==> config.mk <==
export PLATFORM = sky130hd
export DESIGN_NAME = apb_slave_mem
export DESIGN_NICKNAME = d
export VERILOG_FILES = /design/src/rtl/apb_pkg.sv /design/src/rtl/apb_mem_array.sv /design/src/rtl/apb_slave_mem.sv
export SDC_FILE = /design/constraint.sdc
export NUM_CORES = 1
export LEC_CHECK = 0
export CORE_MARGIN = 4
export CORE_UTILIZATION = 60
export CTS_CLUSTER_DIAMETER = 40
export CTS_CLUSTER_SIZE = 16
export DETAILED_ROUTE_END_ITERATION = 10
export GPL_TIMING_DRIVEN = 0
export PLACE_DENSITY = 0.73
export SETUP_SLACK_MARGIN = 0.1
export SYNTH_ARGS = -nofsm -noshare
export SYNTH_HDL_FRONTEND = slang
export SYNTH_SLANG_ARGS = --single-unit
==> constraint.sdc <==
create_clock -name PCLK -period 3.8 [get_ports PCLK]
set_input_delay 0.76 -clock PCLK [delete_from_list [all_inputs] [get_ports PCLK]]
set_output_delay 0.76 -clock PCLK [all_outputs]
set_load 0.01 [all_outputs]
==> src/rtl/apb_pkg.sv <==
// Shared APB definitions: bus-phase encoding and default bus widths.
package apb_pkg;

    // Bus phase as seen by a requester or completer.
    typedef enum logic [1:0] {
        IDLE   = 2'd0,
        SETUP  = 2'd1,
        ACCESS = 2'd2
    } apb_state_e;

    localparam int APB_DATA_WIDTH = 8;
    localparam int APB_ADDR_WIDTH = 7;

endpackage

==> src/rtl/apb_mem_array.sv <==
// Word storage for the APB completer: synchronous write, registered read,
// asynchronous clear of every word and of the read register.
module apb_mem_array
    import apb_pkg::*;
#(
    parameter int DW    = APB_DATA_WIDTH,
    parameter int AW    = APB_ADDR_WIDTH - 1,
    parameter int DEPTH = 48
) (
    input  logic          clk_i,
    input  logic          rst_ni,
    input  logic          we_i,
    input  logic [AW-1:0] waddr_i,
    input  logic [DW-1:0] wdata_i,
    input  logic          re_i,
    input  logic          rzero_i,
    input  logic [AW-1:0] raddr_i,
    output logic [DW-1:0] rdata_o
);

    localparam logic [AW:0] DEPTH_C = DEPTH[AW:0];

    logic [DW-1:0] mem_q [DEPTH];
    logic [DW-1:0] rdata_q;
    logic          wr_ok, rd_ok;

    assign wr_ok   = {1'b0, waddr_i} < DEPTH_C;
    assign rd_ok   = {1'b0, raddr_i} < DEPTH_C;
    assign rdata_o = rdata_q;

    // Storage and read register; rzero_i forces the read value to zero (address error).
    always_ff @(posedge clk_i or negedge rst_ni) begin
        if (!rst_ni) begin
            for (int i = 0; i < DEPTH; i++) mem_q[i] <= '0;
            rdata_q <= '0;
        end else begin
            if (we_i && wr_ok) mem_q[waddr_i] <= wdata_i;
            if (re_i) rdata_q <= (rzero_i || !rd_ok) ? '0 : mem_q[raddr_i];
        end
    end

endmodule

==> src/rtl/apb_slave_mem.sv <==
// Memory-backed APB completer with programmable wait states, address-error
// response and a sticky protocol-violation flag.
//
// The state register only ever holds IDLE or ACCESS. SETUP is the cycle in
// which the bus shows PSEL=1/PENABLE=0 while we are IDLE; it is decoded
// combinationally so the transfer registers and (for zero wait states) the
// registered PREADY/PRDATA are loaded at the edge closing the setup phase,
// putting PREADY high in the first access cycle.
module apb_slave_mem
    import apb_pkg::*;
#(
    parameter int DATA_WIDTH  = APB_DATA_WIDTH,
    parameter int ADDR_WIDTH  = APB_ADDR_WIDTH,
    parameter int DEPTH       = 48,
    parameter int WAIT_STATES = 0
) (
    input  logic                  PCLK,
    input  logic                  PRESET,
    input  logic                  PSEL,
    input  logic                  PENABLE,
    input  logic                  PWRITE,
    input  logic [ADDR_WIDTH-1:0] PADDR,
    input  logic [DATA_WIDTH-1:0] PWDATA,
    output logic [DATA_WIDTH-1:0] PRDATA,
    output logic                  PREADY,
    output logic                  PSLVERR,
    output logic                  prot_err
);

    localparam int           LAW     = ADDR_WIDTH - 1;
    localparam logic [LAW:0] DEPTH_C = DEPTH[LAW:0];
    localparam logic [3:0]   WS_C    = 4'(WAIT_STATES);

    apb_state_e     state_q, state_d, phase;
    logic           write_q, write_d;
    logic [LAW-1:0] addr_q, addr_d;
    logic           aerr_q, aerr_d;
    logic [3:0]     wait_cnt_q, wait_cnt_d;
    logic           pready_q, pready_d;
    logic           pslverr_q, pslverr_d;
    logic           prot_err_q, prot_err_d;

    logic [LAW-1:0] local_addr;
    logic           local_aerr;
    logic           mem_we, mem_re, mem_rzero;
    logic [LAW-1:0] mem_raddr;
    logic           unused_sel_bit;

    // The top address bit is the requester's select bit and carries no meaning here.
    assign unused_sel_bit = PADDR[ADDR_WIDTH-1];
    assign local_addr     = PADDR[LAW-1:0];
    assign local_aerr     = {1'b0, local_addr} >= DEPTH_C;

    // Decode the current bus phase, recognising SETUP directly from the bus.
    always_comb begin
        phase = state_q;
        if (state_q == IDLE && PSEL && !PENABLE) phase = SETUP;
    end

    // Next-state, transfer registers, response and storage control.
    always_comb begin
        state_d    = state_q;
        write_d    = write_q;
        addr_d     = addr_q;
        aerr_d     = aerr_q;
        wait_cnt_d = wait_cnt_q;
        pready_d   = pready_q;
        pslverr_d  = pslverr_q;
        prot_err_d = prot_err_q;
        mem_we     = 1'b0;
        mem_re     = 1'b0;
        mem_rzero  = aerr_q;
        mem_raddr  = addr_q;
        case (phase)
            IDLE: begin
                // Access phase with no preceding setup: flag it, give no response.
                if (PSEL && PENABLE) prot_err_d = 1'b1;
            end
            SETUP: begin
                write_d    = PWRITE;
                addr_d     = local_addr;
                aerr_d     = local_aerr;
                wait_cnt_d = WS_C;
                state_d    = ACCESS;
                if (WAIT_STATES == 0) begin
                    pready_d  = 1'b1;
                    pslverr_d = local_aerr;
                    mem_re    = !PWRITE || local_aerr;
                    mem_raddr = local_addr;
                    mem_rzero = local_aerr;
                end
            end
            ACCESS: begin
                if (!PSEL) begin
                    // Requester abandoned the transfer: nothing is written.
                    state_d    = IDLE;
                    pready_d   = 1'b0;
                    pslverr_d  = 1'b0;
                    wait_cnt_d = '0;
                end else if (wait_cnt_q != '0) begin
                    wait_cnt_d = wait_cnt_q - 4'd1;
                    if (wait_cnt_q == 4'd1) begin
                        pready_d  = 1'b1;
                        pslverr_d = aerr_q;
                        mem_re    = !write_q || aerr_q;
                    end
                end else if (pready_q && PENABLE) begin
                    // Completion edge: write data is taken from the bus now.
                    mem_we    = write_q && !aerr_q;
                    pready_d  = 1'b0;
                    pslverr_d = 1'b0;
                    state_d   = IDLE;
                end
            end
            default: state_d = IDLE;
        endcase
    end

    // Control and response registers.
    always_ff @(posedge PCLK or negedge PRESET) begin
        if (!PRESET) begin
            state_q    <= IDLE;
            write_q    <= 1'b0;
            addr_q     <= '0;
            aerr_q     <= 1'b0;
            wait_cnt_q <= '0;
            pready_q   <= 1'b0;
            pslverr_q  <= 1'b0;
            prot_err_q <= 1'b0;
        end else begin
            state_q    <= state_d;
            write_q    <= write_d;
            addr_q     <= addr_d;
            aerr_q     <= aerr_d;
            wait_cnt_q <= wait_cnt_d;
            pready_q   <= pready_d;
            pslverr_q  <= pslverr_d;
            prot_err_q <= prot_err_d;
        end
    end

    apb_mem_array #(
        .DW    (DATA_WIDTH),
        .AW    (LAW),
        .DEPTH (DEPTH)
    ) u_mem (
        .clk_i   (PCLK),
        .rst_ni  (PRESET),
        .we_i    (mem_we),
        .waddr_i (addr_q),
        .wdata_i (PWDATA),
        .re_i    (mem_re),
        .rzero_i (mem_rzero),
        .raddr_i (mem_raddr),
        .rdata_o (PRDATA)
    );

    assign PREADY   = pready_q;
    assign PSLVERR  = pslverr_q;
    assign prot_err = prot_err_q;

endmodule

== Word level (Yosys, flattened, before mapping) ==
Index checks and enable logic that the tools add are counted.

* Register bits after elaboration: 409
* Bits of input ports: 20
* Logic and storage cells: 132

* Add/subtract/negate cells: 1
* Order comparisons: 6
* Equal/unequal tests: 8
* Mux-type cells: 34
* Bitwise gates (word level): 3
* Reductions and logical operators: 23

{| class="wikitable"
|+ Operators by type and width
! kind !! number
|-
| bitwise mux 384 bit || 1
|-
| binary-select mux 8 bit (select 6 bit) || 1
|-
| demux 8 bit (select 6 bit) || 1
|-
| two-way mux 8 bit || 4
|-
| two-way mux 1 bit || 15
|-
| greater-or-equal comparator 7 bit, second input constant || 2
|-
| inverter 6 -> 7 bit || 2
|-
| less-than comparator 6 bit, second input constant || 2
|-
| != test 3 bit, second input constant || 3
|-
| two-way mux 2 bit || 4
|-
| two-way mux 4 bit || 2
|-
| != test 4 bit, second input constant || 2
|-
| one-hot mux 4 bit (2 select lines) || 1
|-
| logical AND 1 bit || 7
|-
| less-than comparator 7 x 1 -> 1 bit, second input constant || 1
|-
| greater-or-equal comparator 6 bit, second input constant || 1
|-
| two-way mux 6 bit || 1
|-
| one-hot mux 1 bit (2 select lines) || 3
|-
| one-hot mux 2 bit (3 select lines) || 1
|-
| AND reduction 3 bit || 2
|-
| zero test 1 bit || 5
|-
| equality test 4 x 1 -> 1 bit, second input constant || 1
|-
| zero test 2 bit || 2
|-
| AND reduction 2 bit || 2
|-
| 7 further kinds || 9
|}

== Depth between registers and ports, before layout ==
Gate-level depths: netlist of the first run.

* Word-level depth: 11
* Depth in mapped cells: 13
* Mapped depth without buffers: 9

== Modules after synthesis ==
A second synthesis of the first run with hierarchy kept.

* Cell total of the unflattened synthesis: 1266
* Area total of the unflattened synthesis: 18888.1 µm²

{| class="wikitable"
|+ Modules (own cells, without submodules)
! module !! times used !! cells an instance !! area an instance (µm²) !! sequential area each (µm²)
|-
| apb_mem_array || 1 || 1187 || 18041.1 || 9809.4
|-
| apb_slave_mem || 1 || 79 || 847.1 || 400.4
|}

== Least setup slack after synthesis of the first run ==
OpenSTA, ideal clock, no wires.

* Path type: input to register
* Start: in PSEL
* End: reg u_mem.rdata_q[7], in the netlist u_mem.rdata_o[7]
* Data arrival time: 2899 ps
* Data required time: 3678 ps
* Path slack: 780 ps
* Stages on the path: 11
* Path buffers: 3
* Cells stage by stage: buf_2 or3b_1 buf_4 a21oi_4 inv_2 buf_2 a211oi_1 a311oi_1 nor4_1 o221ai_1 a32o_1

* Word-level cells in the longest chain between the ends: 10

{| class="wikitable"
|+ Ends and longest elaborated chain
! what !! line !! text
|-
| from (decl) || apb_slave_mem.sv:19 || <nowiki>input logic PSEL,</nowiki>
|-
| logical AND 1 bit (2 in series) || apb_slave_mem.sv:57 || <nowiki>if (state_q == IDLE && PSEL && !PENABLE) phase = SETUP;</nowiki>
|-
| two-way mux 2 bit || apb_slave_mem.sv:57 ||
|-
| equality test 2 x 1 -> 1 bit || apb_slave_mem.sv:74 || <nowiki>case (phase)</nowiki>
|-
| two-way mux 6 bit || apb_slave_mem.sv:74 ||
|-
| inverter 6 -> 7 bit (not written as such) || apb_mem_array.sv:38 || <nowiki>if (re_i) rdata_q <= (rzero_i || !rd_ok) ? '0 : mem_q[raddr_i];</nowiki>
|-
| binary-select mux 8 bit (select 6 bit) || apb_mem_array.sv:38 ||
|-
| two-way mux 8 bit (not written as such) (2 in series) || apb_mem_array.sv:38 ||
|-
| two-way mux 8 bit || apb_mem_array.sv:38 ||
|-
| to (signal assigned) || apb_mem_array.sv:38 ||
|-
| to (decl) || apb_mem_array.sv:24 || <nowiki>logic [DW-1:0] rdata_q;</nowiki>
|}

Parallel ways exist; a longest one is shown, timed or not. The select of a mux whose other input is x is not followed.
A chain may end at the register's enable or synchronous reset.

== Worst setup path after layout of the first run ==
* Start: in PENABLE
* End: reg u_mem.rdata_q[4], in the netlist u_mem.rdata_o[4]

* Word-level cells in the longest chain between the ends: 10

{| class="wikitable"
|+ Ends and longest elaborated chain
! what !! line !! text
|-
| from (decl) || apb_slave_mem.sv:20 || <nowiki>input logic PENABLE,</nowiki>
|-
| zero test 1 bit * || apb_slave_mem.sv:57 ||
|-
| logical AND 1 bit * || apb_slave_mem.sv:57 ||
|-
| two-way mux 2 bit * || apb_slave_mem.sv:57 ||
|-
| equality test 2 x 1 -> 1 bit || apb_slave_mem.sv:74 ||
|-
| two-way mux 6 bit || apb_slave_mem.sv:74 ||
|-
| inverter 6 -> 7 bit (not written as such) || apb_mem_array.sv:38 ||
|-
| binary-select mux 8 bit (select 6 bit) || apb_mem_array.sv:38 ||
|-
| two-way mux 8 bit (not written as such) (2 in series) || apb_mem_array.sv:38 ||
|-
| two-way mux 8 bit || apb_mem_array.sv:38 ||
|}

Mark *: on every way between the ends. The rest lies on a longest branch, timed or not. The select of a mux whose other input is x is not followed.

==> results of run 1 <==
==> power by group through the flow <==
stage	clock (mW)	sequential (mW)	combinational [mW]
after floorplan	0	4.61	0.823
after global placement	0	4.64	1.55
after detailed placement	0	4.63	1.58
after CTS	5.21	4.55	1.60
after global routing	5.41	4.57	1.74
final	5.18	4.56	1.68
==> cell usage in the layout, fill, tap and decap left out, types with 5 or more instances in the layout <==
cell	n
nand3b_1	12
a31oi_1	7
bufinv_16	5
o31ai_1	5
a22oi_1	14
inv_1	9
dfrtp_1	408
buf_4	13
nor2_4	12
inv_8	9
nor4_2	5
a32o_1	7
a221o_1	5
o22ai_1	26
o21ai_0	8
mux2i_1	85
clkinvlp_4	5
nand3_1	49
nor2_1	9
nor4_1	12
clkbuf_1	63
buf_2	23
clkdlybuf4s50_1	19
a221oi_1	8
a21oi_1	90
nor2_2	13
mux2_2	388
nor3_1	10
clkbuf_2	13
clkbuf_16	52
nand2_1	239
inv_6	10
clkinv_4	5
==> synth_stat cells (all sizes together), types with 5 or more instances <==
cell type / number / area share
nor4: 17 / 0.0059
o22ai: 26 / 0.0085
a22oi: 14 / 0.0055
nand3b: 12 / 0.0047
dfrtp: 408 / 0.54
a221oi: 8 / 0.0037
inv: 11 / 0.0022
a31oi: 9 / 0.0030
nor2: 34 / 0.0098
nor3: 11 / 0.0029
a221o: 5 / 0.0026
buf: 34 / 0.0096
clkbuf: 77 / 0.015
a32o: 7 / 0.0037
nand2: 240 / 0.047
nor3b: 5 / 0.0028
a21oi: 91 / 0.024
mux2i: 88 / 0.047
mux2: 388 / 0.23
o21ai: 9 / 0.0024
o31ai: 6 / 0.0024
nand3: 50 / 0.013
==> layer usage <==
layer,share of wire,track usage,wire (um),up-vias
met5,0,0,0,-
met4,0.047,0.152,2940,0
met3,0.10,0.0870,6260,148
met2,0.45,0.536,27800,748
met1,0.40,0.492,25000,7141
li1,-,-,-,5878
==> area by class of cell <==
class / instances / area share
timing repair buffer: 34 / 0.0174
clock buffer: 58 / 0.0620
clock inverter: 37 / 0.0213
sequential: 408 / 0.464
inverter: 11 / 0.00188
buffer: 110 / 0.0229
multi-input combinational: 1062 / 0.388
tap: 402 / 0.0229
==> final timing paths <==
path,from,end,slack (ns),depth (start not counted)
worst max-delay path,PENABLE,u_mem.rdata_o[4]$_DFFE_PN0P_,0.08,12
worst min-delay path,PRESET,u_mem.mem_q[228]$_DFFE_PN0P_,0.1,1
min in group PCLK,prot_err$_DFFE_PN0P_,prot_err$_DFFE_PN0P_,0.48,1
max in group asynchronous,PRESET,u_mem.mem_q[304]$_DFFE_PN0P_,2.21,3
worst min register to register,prot_err$_DFFE_PN0P_,prot_err$_DFFE_PN0P_,0.48,1
worst max register to register,wait_cnt_q[0]$_DFFE_PN0P_,u_mem.mem_q[164]$_DFFE_PN0P_,0.19,9
==> flip-flops by register name, summed over array words and instances, names as in the netlist <==
register / cells
u_mem.mem_q: 384
u_mem.rdata_o: 8
addr_q: 6
wait_cnt_q: 4
PREADY: 1
PSLVERR: 1
aerr_q: 1
prot_err: 1
state_q: 1
write_q: 1
==> logic make-up after synthesis <==
kind of cell	count (synthesis)	share of synthesized area
AO/OA/AOI/OAI	190	0.0628
XOR/XNOR	1	0.000459
adder cells (fa/ha/maj)	3	0.00197
buffers and inverters	122	0.0269
flip-flops	408	0.535
multiplexers	478	0.278
AND/OR/NAND/NOR	390	0.0944
==> stage by stage <==
stage / setup slack, ns / cells / utilization / power [mW]
finish: 0.0759 / 2122 / 0.699 / 11.4
global route: 0.0338 / 2122 / 0.699 / 11.7
CTS: 0.0190 / 2113 / 0.692 / 11.4
detailed placement: -1.19 / 2017 / 0.631 / 6.21
global placement: -15.60 / 2014 / 0.628 / 6.19
floorplan: 0.780 / 1592 / - / 5.43
==> timing repair <==
item	CTS	global route
gates resized for setup	28	34
hold endpoints to repair	0	0
setup buffers	1	10
endpoints found under the setup margin	93	390
pin swaps	0	1
==> summary.txt, run 1 <==
Status
  • Status: completed

Clock tree
  • CTS tree: built
  • Clock Tree Buf Depth: 3
  • Clock Latency Late Sink: 0.59 ns
  • Number of CTS-inserted buffers: 51
  • Clk sinks: 408
  • Clock root buffer: clkbuf_16
  • Reg clk slew, reported paths: 0.07 ns
  • Htree depth: 2
  • Post-CTS Hold Buffers: 0

Routing
  • Initial DRC count: 1651
  • Initial DRT Pass Iterations: 6
  • # DRC: 0
  • Vias per cell: 6.56
  • Wire per inst: 29.2 um
  • Total Routed Length: 62000 um
  • Routed Antenna Nets: 0
  • Via count: 13.9k

Floorplanning
  • FP Rows: 65
  • Top-level port count: 31
  • Starting Density: 0.606
  • Floorplan core area: 31500 sq um
  • Chip Width: 186 um
  • Die area: 34700 sq um
  • Chip height: 186 um

Layout
  • Multi-input gate area: 8530 sq um
  • Area delta synth->final: 15.3%
  • Layout cells sized above 1: 0.347
  • ANT cells: 0
  • Design Area, Final: 22000 sq um
  • Filler instances: 2275
  • Seq. cell area: 10200 sq um
  • Layout Nets: 1701

Power and ir drop
  • Power per cell area: 519 nW/um^2
  • Pleak: 10.4 nW
  • Seq pwr share: 0.399
  • Clock share of power: 0.453
  • Sw Ratio: 0.300
  • Max VDD drop: 427 uV
  • P_sw: 3.43 mW
  • Internal power: 7.99 mW
  • Combinational fraction of design power: 0.147

Timing
  • Fmax: 269 MHz
  • Crit share post-route: 0.980
  • Final-report hold violation count: 0
  • Clock Skews: 0.0258 ns
  • Slew margin rel.: 0.113
  • Fin Hold WS: 0.0987 ns
  • Tmin final: 3.72 ns
  • Tightest Pin Transition: 1.32 ns
  • Fin. max-slew vios: 0
  • Endpoints failing setup: 0
  • Setup tns final: 0 ns
  • RSZ-0062 raised after global routing: yes

Logic synthesis
  • Yosys warns: 0
  • Syn avg cell area: 12.0 sq um
  • Top_reg_cell synth: dfrtp_1
  • Sequential area share after synthesis: 0.535
  • Cell area after synthesis: 19100 sq um
  • Ys async rst share: 1.00
  • Register bit total from synthesis: 408
  • Syn Inst Count: 1592
  • EDFF count, synth: 0
  • Syn Nets: 1615
  • Distinct cells, synth: 55

Global routing
  • Initial antenna violation count: 1
  • Global-route wire length before repair: 91600 um
  • Total grt overflow: 0
  • Largest net degree at the start of global routing: 127
  • Vias in the first global route: 14.2k
  • GRT Overall Usage: 0.353

Setup path
  • CP top delay family: buffers and inverters
  • Crit end category: flip-flop
  • Worst path max stage delay: 0.56 ns
  • Critical-path cell list: clkdlybuf4s50_1, or3b_1, buf_4, mux2i_1, buf_2, inv_2, clkbuf_2, a21oi_1, a22oi_1, o22ai_1, o31ai_1, a32o_1
  • Nature of the critical path startpoint: input port
  • Slowest CP cell: clkdlybuf4s50_1
  • Crit-path max FO: 10
  • Worst Path Required: 4.33 ns
  • CP Buf/Inv Count: 5
  • Critical path arrival: 4.25 ns
  • Crit Path Class: input port to flip-flop

Run
  • Max-cap viol count: 0

Placed design
  • Number of port buffers: 20
  • Post-place instance area: 19900 sq um
  • GP Congestion: 1.04
  • Detailed-placement wirelength estimate: 42400 um

Min path
  • Worst min path class: input port to async pin
(Power assumes the default switching activity.)
==> run 2: changes to the inputs <==
--- a/config.mk
+++ b/config.mk
@@ -6,12 +6,13 @@
 export NUM_CORES = 1
 export LEC_CHECK = 0
 export CORE_MARGIN = 4
-export CORE_UTILIZATION = 60
+export CORE_UTILIZATION = 35
+export CTS_BUF_LIST = sky130_fd_sc_hd__clkbuf_16
 export CTS_CLUSTER_DIAMETER = 40
 export CTS_CLUSTER_SIZE = 16
 export DETAILED_ROUTE_END_ITERATION = 10
 export GPL_TIMING_DRIVEN = 0
-export PLACE_DENSITY = 0.73
+export PLACE_DENSITY = 0.46
 export SETUP_SLACK_MARGIN = 0.1
 export SYNTH_ARGS = -nofsm -noshare
 export SYNTH_HDL_FRONTEND = slang
==> run 2 against run 1 <==
First-iteration DRC count is 22% lower. Combinational power rose by 5%. Design area up 5.7%. Count of clock-buffer cells in the layout increased by 17. Register-to-register slack worse by 0.05 ns. Critical path depth unchanged.
==> summary.txt, run 2 (synthesis gave the netlist of run 1 again) <==
Status
  • Status: completed (unchanged)

Timing
  • Fmax: 267 MHz (was 269 MHz)
  • Tmin final: 3.75 ns (was 3.72 ns)
  • Fin. max-slew vios: 0 (unchanged)
  • Endpoints failing setup: 0 (unchanged)
  • Crit share post-route: 0.986 (was 0.980)
  • Final-report hold violation count: 0 (unchanged)
  • RSZ-0062 raised after global routing: yes (unchanged)
  • Slew margin rel.: 0.103 (was 0.113)
  • Tightest Pin Transition: 1.34 ns (was 1.32 ns)
  • PnR worst setup slack: 0.0538 ns (was 0.0759 ns)
  • Clock Skews: 0.0239 ns (was 0.0258 ns)

Placed design
  • Post-place instance area: 20200 sq um (was 19900 sq um)
  • GP Congestion: 0.936 (was 1.04)
  • Detailed-placement wirelength estimate: 48100 um (was 42400 um)
  • Number of port buffers: 20 (unchanged)
  • Place WS: -1.55 ns (was -1.19 ns)

Layout
  • Commonest non-fill, non-tap cell in the layout: dfrtp_1 (unchanged)
  • Number of flip-flops in the largest register: 384 (unchanged)
  • Design Area, Final: 23200 sq um (was 22000 sq um)
  • Area delta synth->final: 21.9% (was 15.3%)
  • Layout Nets: 1728 (was 1701)
  • Layout cells sized above 1: 0.357 (was 0.347)
  • Final core utilization: 0.431 (was 0.699)
  • Commonest cells after routing, fill and taps aside: dfrtp_1 (408), mux2_2 (388), nand2_1 (239) (unchanged)
  • Largest reg by FF count: u_mem.mem_q (unchanged)

Global routing
  • Vias in the first global route: 13.8k (was 14.2k)
  • Total grt overflow: 0 (unchanged)
  • GRT Overall Usage: 0.242 (was 0.353)
  • Met2 Use GR: 0.369 (was 0.536)
  • Busiest grt layer: met2 (unchanged)
  • Initial antenna violation count: 3 (was 1)
  • Global-route wire length before repair: 100000 um (was 91600 um)
  • Grt met3 use: 0.0501 (was 0.0870)
  • Largest net degree at the start of global routing: 117 (was 127)
  • M1 GR Usage: 0.336 (was 0.492)

Routing
  • Initial DRT Pass Iterations: 7 (was 6)
  • Total Routed Length: 70600 um (was 62000 um)
  • # DRC: 0 (unchanged)
  • Vias per cell: 5.61 (was 6.56)
  • Initial DRC count: 1282 (was 1651)
  • Routed Antenna Nets: 0 (unchanged)
  • Wire per inst: 28.7 um (was 29.2 um)
  • Via count: 13.8k (was 13.9k)

Clock tree
  • Clock root buffer: clkbuf_16 (unchanged)
  • Clock Latency Late Sink: 0.61 ns (was 0.59 ns)
  • CTS tree: built (unchanged)
  • Number of CTS-inserted buffers: 72 (was 51)
  • Clk sinks: 408 (unchanged)
  • Clock Tree Buf Depth: 3 (unchanged)
  • Reg clk slew, reported paths: 0.05 ns (was 0.07 ns)
  • Htree depth: 3 (was 2)
  • Post-CTS Hold Buffers: 0 (unchanged)

Floorplanning
  • Starting Density: 0.354 (was 0.606)
  • Die area: 58300 sq um (was 34700 sq um)
  • Chip height: 241 um (was 186 um)
  • Floorplan core area: 53900 sq um (was 31500 sq um)
  • Top-level port count: 31 (unchanged)
  • Chip Width: 241 um (was 186 um)
  • FP Rows: 85 (was 65)

Power and ir drop
  • Max VDD drop: 258 uV (was 427 uV)
  • Internal power: 9.52 mW (was 7.99 mW)
  • Combinational fraction of design power: 0.134 (was 0.147)
  • Seq pwr share: 0.346 (was 0.399)
  • Pleak: 10.9 nW (was 10.4 nW)
  • P_sw: 3.69 mW (was 3.43 mW)
  • Sw Ratio: 0.279 (was 0.300)
  • Clock share of power: 0.520 (was 0.453)
  • Power per cell area: 568 nW/um^2 (was 519 nW/um^2)

Setup path
  • Crit Path Class: input port to flip-flop (unchanged)
  • Nature of the critical path startpoint: input port (unchanged)
  • Worst Path Required: 4.33 ns (about the same)
  • Crit-path max FO: 10 (unchanged)
  • Crit end category: flip-flop (unchanged)
  • Worst path max stage delay: 0.61 ns (was 0.56 ns)
  • Critical path arrival: 4.28 ns (was 4.25 ns)
  • CP top delay family: compound AO/OA/AOI/OAI gates (was buffers and inverters)
  • Slowest CP cell: o31ai_1 (was clkdlybuf4s50_1)
  • Most numerous cell on the critical path: mux2i_1
  • CP Buf/Inv Count: 5 (unchanged)
  • Critical-path cell list: clkdlybuf4s50_1, or3b_1, buf_4, a21oi_4, inv_2, buf_6, buf_2, mux2i_1, mux2i_1, o22ai_1, o31ai_1, a32o_1 (was clkdlybuf4s50_1, or3b_1, buf_4, mux2i_1, buf_2, inv_2, clkbuf_2, a21oi_1, a22oi_1, o22ai_1, o31ai_1, a32o_1)

Min path
  • Worst min path class: input port to async pin (unchanged)

Run
  • Max-cap viol count: 0 (unchanged)
==> run 2: timing repair <==
| item | 4_1_cts | 5_1_grt |
|---|---|---|
| gates resized for setup | 50 | 32 |
| endpoints found under the setup margin | 336 | 288 |
| hold endpoints to repair | 0 | 0 |
| setup buffers | 10 | 7 |
| pin swaps | 1 | 4 |
==> run 2: through the flow <==
stage	std cells	hold slack [ns]	power, mW	TNS (ns)
3_5_place_dp	2311	0.456	6.32	-30.84
2_1_floorplan	1592	0.464	5.43	0
3_3_place_gp	2308	0.449	6.31	-6941.19
4_1_cts	2453	0.273	13.3	-13.03
5_1_grt	2460	0.326	13.6	0
6_report	2463	0.256	13.2	0
==> run 2: power groups by stage <==
| stage | sequential (mW) | clock, mW | combinational (mW) |
|---|---|---|---|
| 2_1_floorplan | 4.61 | 0 | 0.823 |
| 3_3_place_gp | 4.64 | 0 | 1.66 |
| 3_5_place_dp | 4.64 | 0 | 1.68 |
| 4_1_cts | 4.57 | 6.98 | 1.73 |
| 5_1_grt | 4.58 | 7.19 | 1.84 |
| 6_report | 4.57 | 6.87 | 1.77 |
==> run 2: routing by layer <==
layer | up-vias | share of wire | wire (um)
met1 | 7218 | 0.44 | 31400
met5 | - | 0 | 0
met2 | 503 | 0.45 | 31600
li1 | 5960 | - | -
met4 | 0 | 0.043 | 3010
met3 | 129 | 0.066 | 4650
==> run 2: area by class of cell <==
cell class	instances	area, sq um
clock inverter	58	683
clock buffer	75	1880
tap	696	871
multi-input combinational	1062	8570
inverter	11	41.3
antenna	3	7.51
fill	5007	30700
timing repair buffer	40	465
sequential	408	10200
buffer	110	527
==> run 2: path summary, 6_finish.rpt <==
path / from / endpoint / slack (ns) / cells after the start
worst min-delay path: PRESET / u_mem.mem_q[228]$_DFFE_PN0P_ / 0.26 / 1
worst max-delay path: PENABLE / u_mem.rdata_o[2]$_DFFE_PN0P_ / 0.05 / 12
worst max register to register: wait_cnt_q[0]$_DFFE_PN0P_ / u_mem.mem_q[251]$_DFFE_PN0P_ / 0.14 / 8
min in group PCLK: PSEL / state_q[1]$_DFFE_PN0P_ / 0.45 / 2
max in group asynchronous: PRESET / u_mem.mem_q[68]$_DFFE_PN0P_ / 1.91 / 3
worst min register to register: prot_err$_DFFE_PN0P_ / prot_err$_DFFE_PN0P_ / 0.46 / 1
